<file path="config.mk">
export PLATFORM = sky130hd
export DESIGN_NAME = spi_responder
export DESIGN_NICKNAME = d
export VERILOG_FILES = /design/src/rtl/spi_responder_pkg.sv /design/src/rtl/spi_responder_sync_edge.sv /design/src/rtl/spi_responder.sv
export SDC_FILE = /design/constraint.sdc
export NUM_CORES = 1
export LEC_CHECK = 0
export ABC_AREA = 1
export BUFFER_PORTS_ARGS = -buffer_cell sky130_fd_sc_hd__buf_2
export CAP_MARGIN = 15
export CORE_ASPECT_RATIO = 0.9
export CORE_MARGIN = 8
export CORE_UTILIZATION = 50
export CTS_CLUSTER_SIZE = 24
export DETAILED_ROUTE_END_ITERATION = 6
export PLACE_DENSITY = 0.74
export SLEW_MARGIN = 20
export SYNTH_ARGS = -nofsm -noshare
export SYNTH_HDL_FRONTEND = slang
export SYNTH_SLANG_ARGS = --single-unit
export TNS_END_PERCENT = 20
</file>
<file path="constraint.sdc">
create_clock -name clk -period 1.2 [get_ports clk]
set_input_delay 0.12 -clock clk [delete_from_list [all_inputs] [get_ports clk]]
set_output_delay 0.12 -clock clk [all_outputs]
set_load 0.02 [all_outputs]
</file>
<file path="src/rtl/spi_responder_pkg.sv">
// Shared SPI responder types and constants.
// FSM encoding, byte width and default fill byte.
package spi_responder_pkg;

   localparam int BYTE_W = 8;

   localparam logic [BYTE_W-1:0] FILL_DEFAULT = 8'hFF;

   typedef enum logic {
      ST_IDLE   = 1'b0,
      ST_ACTIVE = 1'b1
   } state_t;

endpackage

</file>
<file path="src/rtl/spi_responder_sync_edge.sv">
// N-stage synchroniser with rise/fall strobes.
// Reset level is configurable so idle-high lines do not glitch.
module spi_sync_edge #(
   parameter int   N       = 2,
   parameter logic RST_VAL = 1'b0
) (
   input  logic i_clk,
   input  logic i_rst_n,
   input  logic i_d,
   output logic o_rise,
   output logic o_fall
);

   logic [N-1:0] r_sync;
   logic         r_prev;
   logic         w_q;

   assign w_q    = r_sync[N-1];
   assign o_rise = w_q & ~r_prev;
   assign o_fall = ~w_q & r_prev;

   always_ff @(posedge i_clk or negedge i_rst_n) begin
      if (!i_rst_n) begin
         r_sync <= {N{RST_VAL}};
         r_prev <= RST_VAL;
      end else begin
         r_sync <= {r_sync[N-2:0], i_d};
         r_prev <= w_q;
      end
   end

endmodule

</file>
<file path="src/rtl/spi_responder.sv">
// SPI mode-0 responder, oversampled in the system clock domain.
// Byte-wide RX strobe and a one-deep TX holding register.
module spi_responder
   import spi_responder_pkg::*;
#(
   parameter logic [BYTE_W-1:0] FILL_BYTE   = FILL_DEFAULT,
   parameter int                SYNC_STAGES = 2
) (
   input  logic              clk,
   input  logic              reset_n,
   input  logic              spi_clk,
   input  logic              spi_cs,
   input  logic              spi_mosi,
   output logic              spi_miso,
   output logic              spi_miso_oe,
   output logic [BYTE_W-1:0] rx_data,
   output logic              rx_valid,
   input  logic [BYTE_W-1:0] tx_data,
   input  logic              tx_load,
   output logic              tx_ready,
   output logic              tx_underrun,
   output logic              selected,
   output logic              frame_abort
);

   logic w_rise;
   logic w_fall;
   logic w_cs_rise;
   logic w_cs_fall;
   logic w_mosi;
   logic w_load;
   logic w_take;

   logic [SYNC_STAGES-1:0] r_mosi_sync;

   state_t            r_state;
   logic [2:0]        r_bit_cnt;
   logic [BYTE_W-2:0] r_rx_shift;
   logic [BYTE_W-1:0] r_tx_shift;
   logic [BYTE_W-1:0] r_hold;
   logic              r_tx_ready;
   logic              r_miso;
   logic              r_oe;
   logic [BYTE_W-1:0] r_rx_data;
   logic              r_rx_valid;
   logic              r_underrun;
   logic              r_selected;
   logic              r_abort;

   spi_sync_edge #(
      .N       (SYNC_STAGES),
      .RST_VAL (1'b0)
   ) u_sclk (
      .i_clk   (clk),
      .i_rst_n (reset_n),
      .i_d     (spi_clk),
      .o_rise  (w_rise),
      .o_fall  (w_fall)
   );

   spi_sync_edge #(
      .N       (SYNC_STAGES),
      .RST_VAL (1'b1)
   ) u_cs (
      .i_clk   (clk),
      .i_rst_n (reset_n),
      .i_d     (spi_cs),
      .o_rise  (w_cs_rise),
      .o_fall  (w_cs_fall)
   );

   always_ff @(posedge clk or negedge reset_n) begin
      if (!reset_n) begin
         r_mosi_sync <= '0;
      end else begin
         r_mosi_sync <= {r_mosi_sync[SYNC_STAGES-2:0], spi_mosi};
      end
   end

   assign w_mosi = r_mosi_sync[SYNC_STAGES-1];

   // Load events: frame start, or a falling edge on a byte boundary.
   assign w_load = (r_state == ST_IDLE) ? w_cs_fall
                 : (~w_cs_rise & w_fall & (r_bit_cnt == 3'd0));

   assign w_take = tx_load & r_tx_ready;

   always_ff @(posedge clk or negedge reset_n) begin
      if (!reset_n) begin
         r_state    <= ST_IDLE;
         r_bit_cnt  <= 3'd0;
         r_rx_shift <= '0;
         r_tx_shift <= FILL_BYTE;
         r_hold     <= '0;
         r_tx_ready <= 1'b1;
         r_miso     <= FILL_BYTE[BYTE_W-1];
         r_oe       <= 1'b0;
         r_rx_data  <= '0;
         r_rx_valid <= 1'b0;
         r_underrun <= 1'b0;
         r_selected <= 1'b0;
         r_abort    <= 1'b0;
      end else begin
         r_rx_valid <= 1'b0;
         r_underrun <= 1'b0;
         r_abort    <= 1'b0;
         r_miso     <= r_tx_shift[BYTE_W-1];

         // Empty register: fill goes out, a same-cycle strobe is still kept.
         if (w_load) begin
            if (!r_tx_ready) begin
               r_tx_shift <= r_hold;
               r_tx_ready <= 1'b1;
            end else begin
               r_tx_shift <= FILL_BYTE;
               r_underrun <= 1'b1;
            end
         end

         if (w_take) begin
            r_hold     <= tx_data;
            r_tx_ready <= 1'b0;
         end

         unique case (r_state)
            ST_IDLE: begin
               r_bit_cnt <= 3'd0;
               r_oe      <= 1'b0;
               if (w_cs_fall) begin
                  r_state    <= ST_ACTIVE;
                  r_oe       <= 1'b1;
                  r_selected <= 1'b1;
               end
            end
            ST_ACTIVE: begin
               if (w_cs_rise) begin
                  r_state    <= ST_IDLE;
                  r_bit_cnt  <= 3'd0;
                  r_oe       <= 1'b0;
                  r_selected <= 1'b0;
                  r_abort    <= (r_bit_cnt != 3'd0);
               end else begin
                  if (w_rise) begin
                     r_rx_shift <= {r_rx_shift[BYTE_W-3:0], w_mosi};
                     r_bit_cnt  <= r_bit_cnt + 3'd1;
                     if (r_bit_cnt == 3'd7) begin
                        r_rx_data  <= {r_rx_shift, w_mosi};
                        r_rx_valid <= 1'b1;
                     end
                  end
                  if (w_fall && (r_bit_cnt != 3'd0)) begin
                     r_tx_shift <= {r_tx_shift[BYTE_W-2:0], 1'b0};
                  end
               end
            end
         endcase
      end
   end

   assign spi_miso    = r_miso;
   assign spi_miso_oe = r_oe;
   assign rx_data     = r_rx_data;
   assign rx_valid    = r_rx_valid;
   assign tx_ready    = r_tx_ready;
   assign tx_underrun = r_underrun;
   assign selected    = r_selected;
   assign frame_abort = r_abort;

endmodule
</file>
Word-level counts from Yosys, hierarchy flattened
Cells that the tools add are included.
Widths: inputs -> output; s select.
{"block": "op_classes", "n_reduce_logical": 7, "mux": 26, "n_eq_ne": 4, "bitwise_logic": 13, "addsub": 1}
{"operator": "$mux 8", "count": 5}
{"operator": "$mux 1", "count": 15}
{"operator": "$and 1x1->1", "count": 7}
{"operator": "$mux 3", "count": 2}
{"operator": "$not 1->1", "count": 6}
{"operator": "$pmux 1 s2", "count": 3}
{"operator": "$pmux 3 s2", "count": 1}
{"operator": "$ne 2x2->1 const B", "count": 2}
{"operator": "$reduce_and 4->1", "count": 1}
{"operator": "$add 3x1->3 const B", "count": 1}
{"operator": "$eq 3x3->1 const B", "count": 1}
{"operator": "$logic_not 3->1", "count": 1}
{"operator": "$ne 3x2->1 const B", "count": 1}
{"operator": "$reduce_and 3->1", "count": 1}
{"operator": "$reduce_bool 3->1", "count": 1}
{"operator": "$reduce_and 2->1", "count": 1}
{"operator": "$reduce_bool 2->1", "count": 1}
{"operator": "$logic_and 1x1->1", "count": 1}
{"block": "totals", "out_inout_bits": 15, "input_bits": 14, "ff_bits": 50}

Depth between registers and ports, before layout
{"block": "logic_depth", "word_depth": 10, "depth_mapped": 10, "mapped_depth_nobuf": 10}

By module
A second synthesis with hierarchy kept.
{"block": "hier_totals", "hier_cells": 203, "area_unflattened_um2": 2059.5}
{"module": "spi_responder", "instances": 1, "seq_area_each_um2": 1113.6, "cells_per_inst": 189, "area_each_um2": 1875.5}
{"module": "spi_sync_edge at u_cs", "instances": 1, "seq_area_each_um2": 78.8, "cells_per_inst": 7, "area_each_um2": 93.8}
{"module": "spi_sync_edge at u_sclk", "instances": 1, "seq_area_each_um2": 75.1, "cells_per_inst": 7, "area_each_um2": 90.1}

Worst setup path after synthesis
Ideal clock, no wire load.
{"block": "synth_timing", "path_kind": "register -> register", "from": "register r_bit_cnt[0]", "to": "register r_rx_data[6], in the netlist rx_data[6]", "period_less_slack_ps": 1278, "setup_slack_ps": -78, "setup_ps": 120, "arrival_ps": 1158, "t_required_ps": 1080, "path_buffers": 1, "stages_incl_launch_ff": 8, "path_cell_list": "dfrtp_1 > ha_1 > ha_1 > nand2_4 > nor2_8 > buf_6 > nor2_1 > a21oi_2"}
{"block": "synth_via", "elab_chain_cells": 2}
{"item": "start: declaration", "line_no": "spi_responder.sv:37", "text": "logic [2:0] r_bit_cnt;"}
{"item": "start signal: assignment", "line_no": "spi_responder.sv:145", "text": "r_bit_cnt <= r_bit_cnt + 3'd1;"}
{"item": "$eq 3x3->1", "line_no": "spi_responder.sv:146", "text": "if (r_bit_cnt == 3'd7) begin"}
{"item": "$reduce_and 4->1 (no source line)"}
{"item": "end signal: assignment", "line_no": "spi_responder.sv:147", "text": "r_rx_data <= {r_rx_shift, w_mosi};"}
{"item": "end: declaration", "line_no": "spi_responder.sv:44", "text": "logic [BYTE_W-1:0] r_rx_data;"}
No other way between the ends.
A chain may end at the register's enable or synchronous reset.

Worst setup path in the final report
{"block": "layout_timing", "from": "register r_bit_cnt[0]", "to": "register r_tx_shift[6]"}
{"block": "layout_via", "elab_chain_cells": 7, "elab_cells_between_ends": 9}
{"item": "$logic_not 3->1", "line_no": "spi_responder.sv:84", "text": ": (~w_cs_rise & w_fall & (r_bit_cnt == 3'd0));"}
{"item": "$and 1x1->1", "line_no": "spi_responder.sv:84"}
{"item": "$mux 1", "line_no": "spi_responder.sv:83", "text": "assign w_load = (r_state == ST_IDLE) ? w_cs_fall"}
{"item": "$mux 8", "line_no": "spi_responder.sv:110", "text": "if (w_load) begin"}
{"item": "$mux 8", "line_no": "spi_responder.sv:151", "text": "if (w_fall && (r_bit_cnt != 3'd0)) begin"}
{"item": "$mux 8", "line_no": "spi_responder.sv:136", "text": "if (w_cs_rise) begin"}
{"item": "$mux 8 *", "line_no": "spi_responder.sv:125", "text": "unique case (r_state)"}
{"item": "end signal: assignment", "line_no": "spi_responder.sv:112", "text": "r_tx_shift <= r_hold;"}
{"item": "end signal: assignment", "line_no": "spi_responder.sv:152", "text": "r_tx_shift <= {r_tx_shift[BYTE_W-2:0], 1'b0};"}
{"item": "end: declaration", "line_no": "spi_responder.sv:39", "text": "logic [BYTE_W-1:0] r_tx_shift;"}
Every way passes the cells marked *; elsewhere a longest branch is shown, timed or not.

==> results.json <==
{
  "timing.final.ws_setup_ns": -0.140,
  "crit_type": "flip-flop to flip-flop",
  "grt_pass1_wl_mm": 6.87,
  "synth_cell_type_count": 25,
  "drt_iter0_markers": 105,
  "p_leak_nw": 1.40,
  "end_kind": "flip-flop",
  "vias": 1536,
  "synth_mux_area_frac": 0,
  "insertion_delay_ns": 0.31,
  "synth_top_family_by_area": "simple AND/OR/NAND/NOR gates",
  "synthAdderAreaFrac": 0.0180,
  "cpPeakStageDelay_ns": 0.41,
  "clk_pin_slew_ns": 0.10,
  "start_util": 0.516,
  "final_common_cell": "nand2_1",
  "io_pins": 29,
  "ys_top_cells_by_area": "dfrtp_1, dfstp_2, nand2_1",
  "rsz0062_at_grt": "true",
  "status": "complete, but fails checks",
  "placed_cells": 298,
  "worstSetupEndpoint": "r_tx_shift[6]",
  "via_per_inst": 4.83,
  "p_per_area_nw_per_um2": 1760,
  "syn_area_per_cell_um2": 9.71,
  "fin_area_um2": 2740,
  "ir_worst_vdd_uv": 1130,
  "tightestPinTransition_ns": 0.253,
  "crit_family": "simple AND/OR/NAND/NOR gates",
  "min_path_type": "input port to flip-flop",
  "cp-startpoint": "r_bit_cnt[0]",
  "r2r_slack_ns": -0.14,
  "synth-xor-area-share": 0,
  "yosysTopAreaCell": "dfrtp_1",
  "path_cells": "inv_2, ha_4, inv_2, nor2_4, nand2_4, nand2_8, nand2_8, nand2_1, nand3_1, nand2_2",
  "maxSlewViolCount": 0,
  "finalWirelength_mm": 3.97,
  "grt_pass1_vias": 1529,
  "htreeDepth": 2,
  "die_h_um": 77.3,
  "pre_cts_slack_ns": -0.198,
  "layout-drive-gt1-share": 0.404,
  "cp_max_fo": 6,
  "final_nets": 286,
  "diodes": 0,
  "synth-seq-cells": 50,
  "final_cells": 318,
  "placed_area_um2": 2360,
  "drv_cap": 0,
  "synth_top_area_frac": 0.444,
  "synthesis.area_um2": 2090,
  "overflow": 0,
  "io_buffers": 28,
  "drcViolationCount": 0,
  "routedWlPerCell_um": 12.5,
  "cp.arrival_ns": 1.59,
  "grt_max_degree": 51,
  "failed_checks": "negative setup slack",
  "track_usage": 0.129,
  "synth_fp_nets": 232,
  "cp.required_ns": 1.45,
  "antenna_found_initial": 0,
  "cts_tree": "built",
  "ys_warn_count": 0,
  "setup_violations": 24,
  "maxSlewHeadroom": 0.831,
  "dieArea_um2": 6500,
  "skew_ns": 0.0126,
  "clockBufferDepth": 2,
  "core_area_um2": 4050,
  "rr_worst_depth": 10,
  "crit_slowest_cell": "dfrtp_1",
  "n_fill_cell": 308,
  "ys_seq_area_frac": 0.607,
  "first_pass_iters": 4,
  "die_x_um": 84.1,
  "cp.depth": 10,
  "cts_num_sinks": 50,
  "synthToLayoutAreaGrowth_pct": 31.1,
  "final_cell_mix": "nand2_1, dfrtp_1, buf_2",
  "gp_congestion": 0.819,
  "synth-compound-area-share": 0.0540,
  "yosys.area_share.simple": 0.260,
  "finalCritPeriodShare": 1.12,
  "cts-root-buf": "clkbuf_8",
  "period_needed_ns": 1.34,
  "dpl.hpwl_mm": 2.60,
  "fmax_mhz": 746,
  "worst-path-buf-inv": 2,
  "critPathLaunchType": "flip-flop",
  "rr_endpoint": "r_tx_shift[6]",
  "syn-instance-count": 215,
  "rows": 22,
  "r2r-start": "r_bit_cnt[0]",
  "finalHoldViolCount": 0,
  "final_antenna_net_count": 0,
  "cts_made_buffers": 5,
  "total_power_mw": 4.81
}
[synth_stat cells]
master and count:
nor3_1 1, o21ai_1 5, a21oi_1 6, nor2_1 15, nand2_2 4, dfstp_2 13
nor2_2 1, nand3_1 19, buf_2 1, o21ai_0 8, nand2_1 62, inv_2 4
nand2_4 5, nand3_4 1, nor2_4 1, clkinv_1 1, or2_2 1, buf_6 2
a21oi_2 2, inv_1 20, ha_1 3, nand3_2 1, inv_4 1, nor2_8 1
dfrtp_1 37
[per-layer routing]
metal / global-route usage / vias to the layer above / share of wire
met5: 0 / - / 0
met4: 0.0724 / 0 / 0.028
met3: 0.0359 / 9 / 0.043
met2: 0.187 / 33 / 0.45
met1: 0.168 / 703 / 0.47
li1: - / 791 / -
[timing repair]
action                                  CTS  global route
pin swaps                                 7            11
endpoints found under the setup margin   30            39
hold endpoints to repair                 41             0
hold buffers                              5             0
cloned                                    2             1
buffers inserted                          1             3
gates resized for setup                  16            27
[metrics by stage]
step	setup TNS, ns	hold WS (ns)	util
global placement	-1.87	0.125	0.583
detailed placement	-2.81	0.124	0.583
CTS	-2.72	0.00200	0.640
floorplan	-0.378	-0.176	-
global route	-4.09	0.00893	0.676
finish	-2.08	0.00982	0.676
[kinds of logic (layout without fill, tap and decap cells)]
group	after synthesis	count (layout)
AO/OA/AOI/OAI	21	21
adder cells (fa/ha/maj)	3	3
flip-flops	50	50
buffers and inverters	29	81
AND/OR/NAND/NOR	112	115
[power breakdown]
group          internal (mW)  switching, mW
sequential              2.23          0.297
clock                  0.474          0.546
combinational          0.505          0.755
total                   3.21           1.60
[worst register-to-register path, delay by kind of cell, from the launching register on]
kind / cells / cell delay (ns)
and+or+nand+nor: 7 / 0.60
adders and majority gates: 1 / 0.14
DFF: 1 / 0.41
buffers and inverters: 2 / 0.14
[how the worst min path moves through the flow]
stage	to	slack, ns	cells past startpoint	start
5_1_grt	r_hold[4]	0.009	3	tx_data[4]
4_1_cts	r_hold[1]	0.002	3	tx_data[1]
2_1_floorplan	frame_abort	-0.18	0	reset_n
3_5_place_dp	rx_data[4]	0.12	2	reset_n
3_3_place_gp	rx_data[4]	0.13	2	reset_n
6_report	r_hold[1]	0.01	3	tx_data[1]
[state kept, by name, indices dropped and copies added, names as in the netlist]
signal,flops
frame_abort,1
r_bit_cnt,3
r_hold,8
r_mosi_sync,2
r_rx_shift,7
r_state,1
r_tx_shift,8
rx_data,8
rx_valid,1
selected,1
spi_miso,1
spi_miso_oe,1
tx_ready,1
tx_underrun,1
u_cs.r_prev,1
u_cs.r_sync,2
u_sclk.r_prev,1
u_sclk.r_sync,2
[cell type report]
class	count	area [um^2]	area share
inverters	26	116	0.0425
multi-input cells	139	881	0.322
well taps	48	60.1	0.0220
repair buffers	47	310	0.113
flip-flops and latches	50	1270	0.463
clock inverters	2	17.5	0.00640
clock buffers	6	82.6	0.0302
Note: power is estimated with default switching activity, not from simulation.
